File: config.mk
export PLATFORM = sky130hd
export DESIGN_NAME = sram_access_arbiter
export DESIGN_NICKNAME = d
export VERILOG_FILES = /design/src/rtl/sram_arb_pkg.sv /design/src/rtl/sram_arb_select.sv /design/src/rtl/sram_access_arbiter.sv
export SDC_FILE = /design/constraint.sdc
export NUM_CORES = 1
export LEC_CHECK = 0
export ABC_AREA = 1
export CAP_MARGIN = 20
export CORE_MARGIN = 2
export CORE_UTILIZATION = 40
export CTS_CLUSTER_DIAMETER = 100
export DETAILED_ROUTE_END_ITERATION = 8
export PLACE_DENSITY = 0.79
export SYNTH_ARGS = -nofsm -noshare
export SYNTH_HDL_FRONTEND = slang
export SYNTH_SLANG_ARGS = --single-unit
File: constraint.sdc
create_clock -name clk -period 4.4 [get_ports clk]
set_clock_uncertainty 0.15 [all_clocks]
set_input_delay 0.66 -clock clk [delete_from_list [all_inputs] [get_ports clk]]
set_output_delay 0.66 -clock clk [all_outputs]
set_load 0.02 [all_outputs]
File: src/rtl/sram_arb_pkg.sv
// Shared types for the SRAM access arbiter.
// States, requester ids and the VGA timing code for active video.
package sram_arb_pkg;

  typedef enum logic [1:0] {
    IDLE,
    ISSUE,
    WAIT,
    ACK
  } arb_state_t;

  typedef enum logic {
    REQ_VGA,
    REQ_CPU
  } req_id_t;

  localparam logic [1:0] VGA_ACTIVE = 2'd2;

endpackage

File: src/rtl/sram_arb_select.sv
// Combinational winner picker for the SRAM arbiter.
// Starved CPU, then active-video VGA, then round-robin, then lone requester.
module sram_arb_select
  import sram_arb_pkg::*;
(
  input  logic       vga_req,
  input  logic       cpu_req,
  input  logic [1:0] vga_state,
  input  logic       starve,
  input  req_id_t    last_grant,
  output req_id_t    winner,
  output logic       valid
);

  logic cpu_force;
  logic vga_pref;
  logic both;
  logic only_cpu;

  // Arms are made mutually exclusive so the decoder can be unique
  assign cpu_force = starve & cpu_req;
  assign vga_pref  = ~cpu_force & vga_req &
                     (vga_state == VGA_ACTIVE);
  assign both      = ~cpu_force & ~vga_pref &
                     vga_req & cpu_req;
  assign only_cpu  = ~cpu_force & ~vga_pref &
                     ~both & cpu_req;

  always_comb begin
    winner = REQ_VGA;
    valid  = vga_req | cpu_req;
    unique case (1'b1)
      cpu_force: winner = REQ_CPU;
      vga_pref:  winner = REQ_VGA;
      both: winner = (last_grant == REQ_CPU) ?
                     REQ_VGA : REQ_CPU;
      only_cpu:  winner = REQ_CPU;
      default:   winner = REQ_VGA;
    endcase
  end

endmodule

File: src/rtl/sram_access_arbiter.sv
// Shares one SRAM port between VGA pixel fetch and the CPU LSU.
// Define ARB_PERF_CNT_EN to add grant and busy-stall counters.
module sram_access_arbiter
  import sram_arb_pkg::*;
#(
  parameter int ADDR_W           = 32,
  parameter int DATA_W           = 32,
  parameter int CPU_STARVE_LIMIT = 16
) (
  input  logic              clk,
  input  logic              rst,
  input  logic [1:0]        VGA_state,
  input  logic              vga_req,
  input  logic [ADDR_W-1:0] vga_addr,
  output logic [DATA_W-1:0] vga_rdata,
  output logic              vga_ack,
  input  logic              cpu_req,
  input  logic              cpu_we,
  input  logic [ADDR_W-1:0] cpu_addr,
  input  logic [DATA_W-1:0] cpu_wdata,
  input  logic [3:0]        cpu_byte_sel,
  output logic [DATA_W-1:0] cpu_rdata,
  output logic              cpu_ack,
  input  logic              sram_busy,
  input  logic [DATA_W-1:0] sram_rdata,
  output logic              sram_read,
  output logic              sram_write,
  output logic [ADDR_W-1:0] sram_addr,
  output logic [DATA_W-1:0] sram_wdata,
  output logic [3:0]        sram_byte_sel
`ifdef ARB_PERF_CNT_EN
  ,output logic [15:0]      vga_grant_cnt
  ,output logic [15:0]      cpu_grant_cnt
  ,output logic [15:0]      busy_stall_cnt
`endif
);

  localparam int SW = $clog2(CPU_STARVE_LIMIT + 1);

  arb_state_t    state, state_n;
  req_id_t       grant, last_grant, sel_id;
  logic          sel_valid;
  logic          we_q;
  logic [SW-1:0] starve_cnt;
  logic          starve;
  logic          cpu_active;

  assign starve = starve_cnt >= SW'(CPU_STARVE_LIMIT);

  sram_arb_select u_sel (
    .vga_req    (vga_req),
    .cpu_req    (cpu_req),
    .vga_state  (VGA_state),
    .starve     (starve),
    .last_grant (last_grant),
    .winner     (sel_id),
    .valid      (sel_valid)
  );

  always_ff @(posedge clk) begin
    if (rst) state <= IDLE;
    else     state <= state_n;
  end

  always_comb begin
    state_n    = state;
    sram_read  = 1'b0;
    sram_write = 1'b0;
    vga_ack    = 1'b0;
    cpu_ack    = 1'b0;
    unique case (state)
      IDLE: if (sel_valid) state_n = ISSUE;
      ISSUE: begin
        sram_read  = ~we_q;
        sram_write = we_q;
        state_n    = WAIT;
      end
      WAIT: if (!sram_busy) state_n = ACK;
      ACK: begin
        vga_ack = (grant == REQ_VGA);
        cpu_ack = (grant == REQ_CPU);
        state_n = IDLE;
      end
    endcase
  end

  // The IDLE cycle that picks the CPU already counts as its grant
  assign cpu_active = (state == IDLE) ?
                      (sel_valid && sel_id == REQ_CPU) :
                      (grant == REQ_CPU);

  always_ff @(posedge clk) begin
    if (rst) begin
      grant         <= REQ_VGA;
      last_grant    <= REQ_CPU;
      we_q          <= 1'b0;
      sram_addr     <= '0;
      sram_wdata    <= '0;
      sram_byte_sel <= 4'b0000;
      vga_rdata     <= '0;
      cpu_rdata     <= '0;
      starve_cnt    <= '0;
    end else begin
      if (state == IDLE && sel_valid) begin
        grant <= sel_id;
        if (sel_id == REQ_CPU) begin
          we_q          <= cpu_we;
          sram_addr     <= cpu_addr;
          sram_wdata    <= cpu_wdata;
          sram_byte_sel <= cpu_byte_sel;
        end else begin
          we_q          <= 1'b0;
          sram_addr     <= vga_addr;
          sram_wdata    <= '0;
          sram_byte_sel <= 4'b1111;
        end
      end
      if (state == WAIT && !sram_busy && !we_q) begin
        if (grant == REQ_VGA) vga_rdata <= sram_rdata;
        else                  cpu_rdata <= sram_rdata;
      end
      if (state == ACK) last_grant <= grant;
      if (cpu_ack)
        starve_cnt <= '0;
      else if (cpu_req && !cpu_active && !starve)
        starve_cnt <= starve_cnt + SW'(1);
    end
  end

`ifdef ARB_PERF_CNT_EN
  always_ff @(posedge clk) begin
    if (rst) begin
      vga_grant_cnt  <= '0;
      cpu_grant_cnt  <= '0;
      busy_stall_cnt <= '0;
    end else begin
      if (vga_ack && vga_grant_cnt != 16'hFFFF)
        vga_grant_cnt <= vga_grant_cnt + 16'd1;
      if (cpu_ack && cpu_grant_cnt != 16'hFFFF)
        cpu_grant_cnt <= cpu_grant_cnt + 16'd1;
      if (state == WAIT && sram_busy &&
          busy_stall_cnt != 16'hFFFF)
        busy_stall_cnt <= busy_stall_cnt + 16'd1;
    end
  end
`endif

endmodule

# --- Yosys cells after proc, flatten, opt, wreduce, memory -nomap -nowiden ---
# Cells that the tools add are included.
word_totals:
  inputBits: 140
  ff_bits: 142
  output_inout_bits: 136
  elab_cells: 62
op_classes:
  n_addsub: 1
  magnitude_cmp: 1
  muxes: 14
  n_reduce_logical: 16
  eq_ne: 6
  n_bitwise: 14
op_table:
  columns: ["cell", "n"]
  rows:
  - ["$mux W32", 2]
  - ["$and A1 B1 Y1", 8]
  - ["$pmux W2 S4", 1]
  - ["$mux W1", 7]
  - ["$eq A2 B2 Y1 const B", 3]
  - ["$logic_and A1 B1 Y1", 6]
  - ["$reduce_and A2 Y1", 3]
  - ["$add A5 B1 Y5 const B", 1]
  - ["$ge A5 B5 Y1 const B", 1]
  - ["$not A1 Y1", 5]
  - ["$logic_not A1 Y1", 4]
  - ["$mux W2", 2]
  - ["$mux W4", 1]
  - ["$ne A2 B2 Y1 const B", 2]
  - ["$reduce_or A2 Y1", 2]
  - ["$eq A2 B1 Y1 const B", 1]
  - ["$logic_not A2 Y1", 1]
  - ["$pmux W1 S2", 1]
  - ["$or A1 B1 Y1", 1]

# --- Logic depth before layout (Yosys ltp) ---
logic_depth:
  depth_word: 19
  depth_mapped: 10
  depth_no_buf: 9

# --- Cells and area by module ---
# From an unflattened synthesis, not the netlist that was laid out.
hier_totals:
  hier_cells: 736
  area_unflattened_um2: 5607.9
modules_own_cells:
  columns: ["module", "n_inst", "seq_area_each_um2", "area_each_um2", "cells_per_inst"]
  rows:
  - ["sram_access_arbiter", 1, 2842.7, 5569.1, 727]
  - ["sram_arb_select", 1, 0.0, 38.8, 9]

# --- Worst setup path before layout ---
# No wires, ideal clock.
synth_path:
  path_kind: "input -> register"
  start: "input cpu_req"
  end: "register sram_addr[14]"
  t_required_ns: 4.141
  path_stages: 8
  path_buffers: 2
  arrival_ns: 1.490
  setup_slack_ns: 2.651
  setup_time_ns: 0.109
  path_cell_list: "buf_2 o21ai_4 inv_2 buf_2 nor2_1 nor2_1 nand2_1 inv_1"
synth_between:
  elab_chain_len: 14
  word_cells_on_any_way: 16
  classes_between: "mux: 2; bitwise: 12; reduce/logical: 2"
synth_rtl:
  columns: ["element", "line", "source"]
  rows:
  - ["start: declaration", "sram_access_arbiter.sv:17", "input logic cpu_req,"]
  - ["$and A1 B1 Y1", "sram_arb_select.sv:21", "assign cpu_force = starve & cpu_req;"]
  - ["$not A1 Y1", "sram_arb_select.sv:22, sram_arb_select.sv:24, sram_arb_select.sv:26", null]
  - ["$and A1 B1 Y1 (2 in a row)", "sram_arb_select.sv:22", "assign vga_pref = ~cpu_force & vga_req &"]
  - ["$not A1 Y1", "sram_arb_select.sv:24, sram_arb_select.sv:26", null]
  - ["$and A1 B1 Y1", "sram_arb_select.sv:24, sram_arb_select.sv:26", null]
  - ["$and A1 B1 Y1", "sram_arb_select.sv:24", "assign both = ~cpu_force & ~vga_pref &"]
  - ["$and A1 B1 Y1", "sram_arb_select.sv:25", "vga_req & cpu_req;"]
  - ["$not A1 Y1", "sram_arb_select.sv:27", "~both & cpu_req;"]
  - ["$and A1 B1 Y1", "sram_arb_select.sv:26", "assign only_cpu = ~cpu_force & ~vga_pref &"]
  - ["$and A1 B1 Y1", "sram_arb_select.sv:27", null]
  - ["$reduce_or A2 Y1 (no source line)", null, null]
  - ["$pmux W1 S2", "sram_arb_select.sv:32", "unique case (1'b1)"]
  - ["$mux W32", "sram_access_arbiter.sv:106", "if (sel_id == REQ_CPU) begin"]
  - ["end signal: assignment", "sram_access_arbiter.sv:108", "sram_addr <= cpu_addr;"]
  - ["end signal: assignment", "sram_access_arbiter.sv:113", "sram_addr <= vga_addr;"]
  - ["end: declaration", "sram_access_arbiter.sv:28", "output logic [ADDR_W-1:0] sram_addr,"]
# Parallel ways exist; a longest one is shown, timed or not.
# A chain may end at the register's enable or synchronous reset.

# --- Final worst setup path ---
layout_path:
  start: "input VGA_state[0]"
  end: "register sram_wdata[14]"
layout_between:
  elab_chain_len: 12
layout_rtl:
  columns: ["element", "line", "source"]
  rows:
  - ["start: declaration", "sram_access_arbiter.sv:12", "input logic [1:0] VGA_state,"]
  - ["$eq A2 B2 Y1 *", "sram_arb_select.sv:23", "(vga_state == VGA_ACTIVE);"]
  - ["$and A1 B1 Y1 *", "sram_arb_select.sv:22", null]
  - ["$not A1 Y1 *", "sram_arb_select.sv:24, sram_arb_select.sv:26", null]
  - ["$and A1 B1 Y1 *", "sram_arb_select.sv:24, sram_arb_select.sv:26", null]
  - ["$and A1 B1 Y1", "sram_arb_select.sv:24", null]
  - ["$and A1 B1 Y1", "sram_arb_select.sv:25", null]
  - ["$not A1 Y1", "sram_arb_select.sv:27", null]
  - ["$and A1 B1 Y1", "sram_arb_select.sv:26", null]
  - ["$and A1 B1 Y1", "sram_arb_select.sv:27", null]
  - ["$reduce_or A2 Y1 (no source line)", null, null]
  - ["$pmux W1 S2 *", "sram_arb_select.sv:32", null]
  - ["$mux W32 *", "sram_access_arbiter.sv:106", null]
  - ["end signal: assignment", "sram_access_arbiter.sv:109", "sram_wdata <= cpu_wdata;"]
  - ["end: declaration", "sram_access_arbiter.sv:29", "output logic [DATA_W-1:0] sram_wdata,"]
# Every way passes the cells marked *; elsewhere a longest branch is shown, timed or not.

==> reports/results.ini <==
[run_status]
status = finished clean

[sta]
final.min_clock_period_ns = 2.71
slew_headroom = 0.339
maxSlewViolCount = 0
timing.hold.ws_ns = 0.312
hold_violation_count_in_the_final_report = 0
rsz_0062_raised_after_global_routing = no
tns_ns = 0
max_clock_freq_mhz = 369
worstMarginPinSlew_ns = 0.992
post-route-period-util = 0.615
final-setup-viol-count = 0

[yosys]
post_synth_num_cell_types = 22
synth.cell_area_um2 = 5700
synthesized_area_fraction_occupied_by_ao_oa_aoi_and_oai_cells = 0.102
post_synthesis_xor_xnor_area_fraction = 0.00461
postSynthRegisterBits = 142
synth_fp_nets = 945
synth.yosys.seq_area_share = 0.499
synth_fa_ha_area_frac = 0.0132
dominant_combinational_cell_family_by_area_after_synthesis = simple AND/OR/NAND/NOR gates
yosys.area_share.simple = 0.300
yosys_warning_count = 0
syn_area_per_cell_um2 = 7.13
syn-instance-count = 799
synth_mux_area_frac = 0

[power_and_ir_drop]
power_per_cell_area_nw_per_um2 = 525
cellLeakagePower_nw = 3.92
ir_drop_uv = 260

[floorplan]
i_o_pin_total = 276
die_h_um = 123
die-area_um2 = 15200
std_cell_rows = 43
initial_utilization = 0.410
design.core.area_um2 = 13900
die_w_um = 123

[drt]
drt_first_pass_iters = 5
detailroute.via_count = 5942
finalWirelength_um = 17700
avgViaCountPerCell = 4.78
drt-initial-drc-count = 287
ant_nets = 0
drt-wirelength-per-cell_um = 14.3
drcViolationCount = 0

[clocking]
clk-insertion-delay-late_ns = 0.41
clock-root-buffer = sky130_fd_sc_hd__clkbuf_16
total_clock_buffers_created_by_cts = 17
h-tree-depth = 4
post_cts_setup_buffer_count = 0
cts_num_sinks = 142
cts_buffer_depth = 2
cts.clk_slew.worst_paths_ns = 0.06
cts_tree = built
cts.repair.resized = 0
cts_hold_buffers = 0

[worst_hold_path]
min-delay-path-class = flip-flop to flip-flop
holdPathEnd = sram_wdata[13]
whs_path_depth = 2
hold_start = sram_wdata[13]

[placement]
post_placement_cell_count = 1211
postPlaceCellArea_um2 = 8480
numPortBuffers = 275
gp_congestion = 0.817
place_hpwl_um = 12200

[finish]
fin_nets = 1196
stdcell_area_um2 = 9050
regArea_um2 = 2840
post_layout_nonfiller_instances = 1244
area_growth_syn_to_layout_pct = 59.0
layout-drive-gt1-share = 0.0499
multi_input_logic_area_um2 = 2390
final.fill_count = 1189

[worst_setup_path]
setup.worst_path.start_class = primary input
crit_type = primary input to flip-flop
req_time_crit_path_ns = 4.59
ff_to_ff_path_depth = 8
crit-reg2reg-capture = sram_wdata[14]
cp_data_arrival_time_ns = 2.89
path_delay_family = buffers and inverters
path_max_fanout = 33
cp_endpoint_kind = flip-flop
critical-path-slowest-cell = sky130_fd_sc_hd__inv_2
reg2reg_setup_slack_ns = 2.13
worst-path-buf-inv = 4
cp_common_cell = sky130_fd_sc_hd__nand2_1
worst_path_largest_cell_delay_ns = 0.53
crit-reg2reg-launch = last_grant
cells_along_the_critical_path = clkdlybuf4s50_1 -> inv_1 -> nand2_1 -> nand2_1 -> nand2_2 -> buf_4 -> nand3_2 -> inv_2 -> nand2_1 -> a21oi_1

[grt]
globalRouteTotalUtil = 0.226
grt_antenna_before_repair = 1
grt_start_max_net_pins = 72
grt_remaining_overflow = 0
first_global_vias = 5489
grt_pass1_wl_um = 26900

[flow_run]
max_cap_viol_count = 0

synth_stat cells, drive strengths merged:
master / n / area, um2
nand2: 143 / 542
o21ai: 73 / 377
nor3: 1 / 10.0
nor2: 208 / 786
xor2: 2 / 17.5
ha: 6 / 75.1
xnor2: 1 / 8.76
inv: 58 / 218
a21oi: 41 / 205
clkbuf: 24 / 90.1
buf: 27 / 154
nand3: 73 / 370
dfxtp: 142 / 2840
cells in the final DEF, fill, tap and decap left out:
cell type                         instances
sky130_fd_sc_hd__inv_6                    3
sky130_fd_sc_hd__nor3_2                   1
sky130_fd_sc_hd__clkbuf_1                 1
sky130_fd_sc_hd__clkinvlp_4               3
sky130_fd_sc_hd__buf_4                    8
sky130_fd_sc_hd__nand3_1                 72
sky130_fd_sc_hd__ha_1                     6
sky130_fd_sc_hd__buf_2                    1
sky130_fd_sc_hd__xor2_1                   2
sky130_fd_sc_hd__o21ai_4                  1
sky130_fd_sc_hd__inv_2                    6
sky130_fd_sc_hd__nand2_2                  2
sky130_fd_sc_hd__bufinv_16                1
sky130_fd_sc_hd__nand3_2                  1
sky130_fd_sc_hd__xnor2_1                  1
sky130_fd_sc_hd__o21ai_0                 11
sky130_fd_sc_hd__clkinv_4                 2
sky130_fd_sc_hd__clkbuf_16               17
sky130_fd_sc_hd__clkbuf_8                 2
sky130_fd_sc_hd__clkdlybuf4s50_1        274
sky130_fd_sc_hd__diode_2                  1
sky130_fd_sc_hd__a21oi_1                 41
sky130_fd_sc_hd__nor2_1                 206
sky130_fd_sc_hd__nor2_2                   2
sky130_fd_sc_hd__inv_1                   52
sky130_fd_sc_hd__dfxtp_1                142
sky130_fd_sc_hd__clkinv_2                 3
sky130_fd_sc_hd__nand2_1                141
sky130_fd_sc_hd__o21ai_1                 61
logic make-up (layout without fill, tap and decap cells):
logic type / after synthesis / count (layout)
DFF: 142 / 142
adders and majority gates: 6 / 6
xor gates and xnor gates: 3 / 3
AOI/OAI and AO/OA: 114 / 114
buffers and inverters: 109 / 373
and+or+nand+nor: 425 / 425
other: 0 / 1
registers in the layout (all words and copies together), names as in the netlist:
signal / cells
last_grant: 1
state: 2
cpu_rdata: 32
starve_cnt: 5
sram_wdata: 32
vga_rdata: 32
we_q: 1
sram_addr: 32
sram_byte_sel: 4
grant: 1
per-layer routing:
layer	vias up	track usage	wire length, um
met5	-	0	0
met4	0	0.105	509
met3	38	0.0664	1350
met2	211	0.377	8530
met1	2679	0.265	7330
li1	3014	-	-
power breakdown:
| group | switching [mW] | total, mW | internal, mW |
|---|---|---|---|
| logic | 0.993 | 1.73 | 0.740 |
| registers | 0.122 | 1.65 | 1.52 |
| clock network | 0.561 | 1.37 | 0.811 |
final cells by class:
cell class	instances	share of cell area
Clock buffer	20	0.0504
Antenna cell	1	0.000276
Tap cell	180	0.0249
Inverter	58	0.0240
Clock inverter	12	0.0123
Multi-Input combinational cell	548	0.264
Timing Repair Buffer	283	0.310
Sequential cell	142	0.314
through the flow:
step | total power, mW | util | setup slack, ns
after floorplan | 2.69 | - | 2.65
final | 4.75 | 0.652 | 1.69
after global routing | 5.03 | 0.652 | 1.52
after CTS | 4.79 | 0.652 | 1.71
after detailed placement | 3.41 | 0.611 | 1.27
after global placement | 3.38 | 0.611 | 1.37
worst min-delay path, delay by kind of cell (launching register included):
kind               cells  cell delay, ns
DFF                    1            0.30
and+or+nand+nor        1            0.06
AOI/OAI and AO/OA      1            0.05
worst max-delay path by stage:
stage | from | endpoint | depth (start not counted)
after CTS | VGA_state[0] | sram_wdata[14] | 10
final | VGA_state[0] | sram_wdata[14] | 10
after detailed placement | VGA_state[0] | sram_wdata[14] | 10
after floorplan | cpu_req | sram_addr[14] | 8
after global placement | VGA_state[0] | sram_wdata[21] | 10
after global routing | VGA_state[0] | sram_wdata[9] | 10
Note: power is estimated with default switching activity, not from simulation.
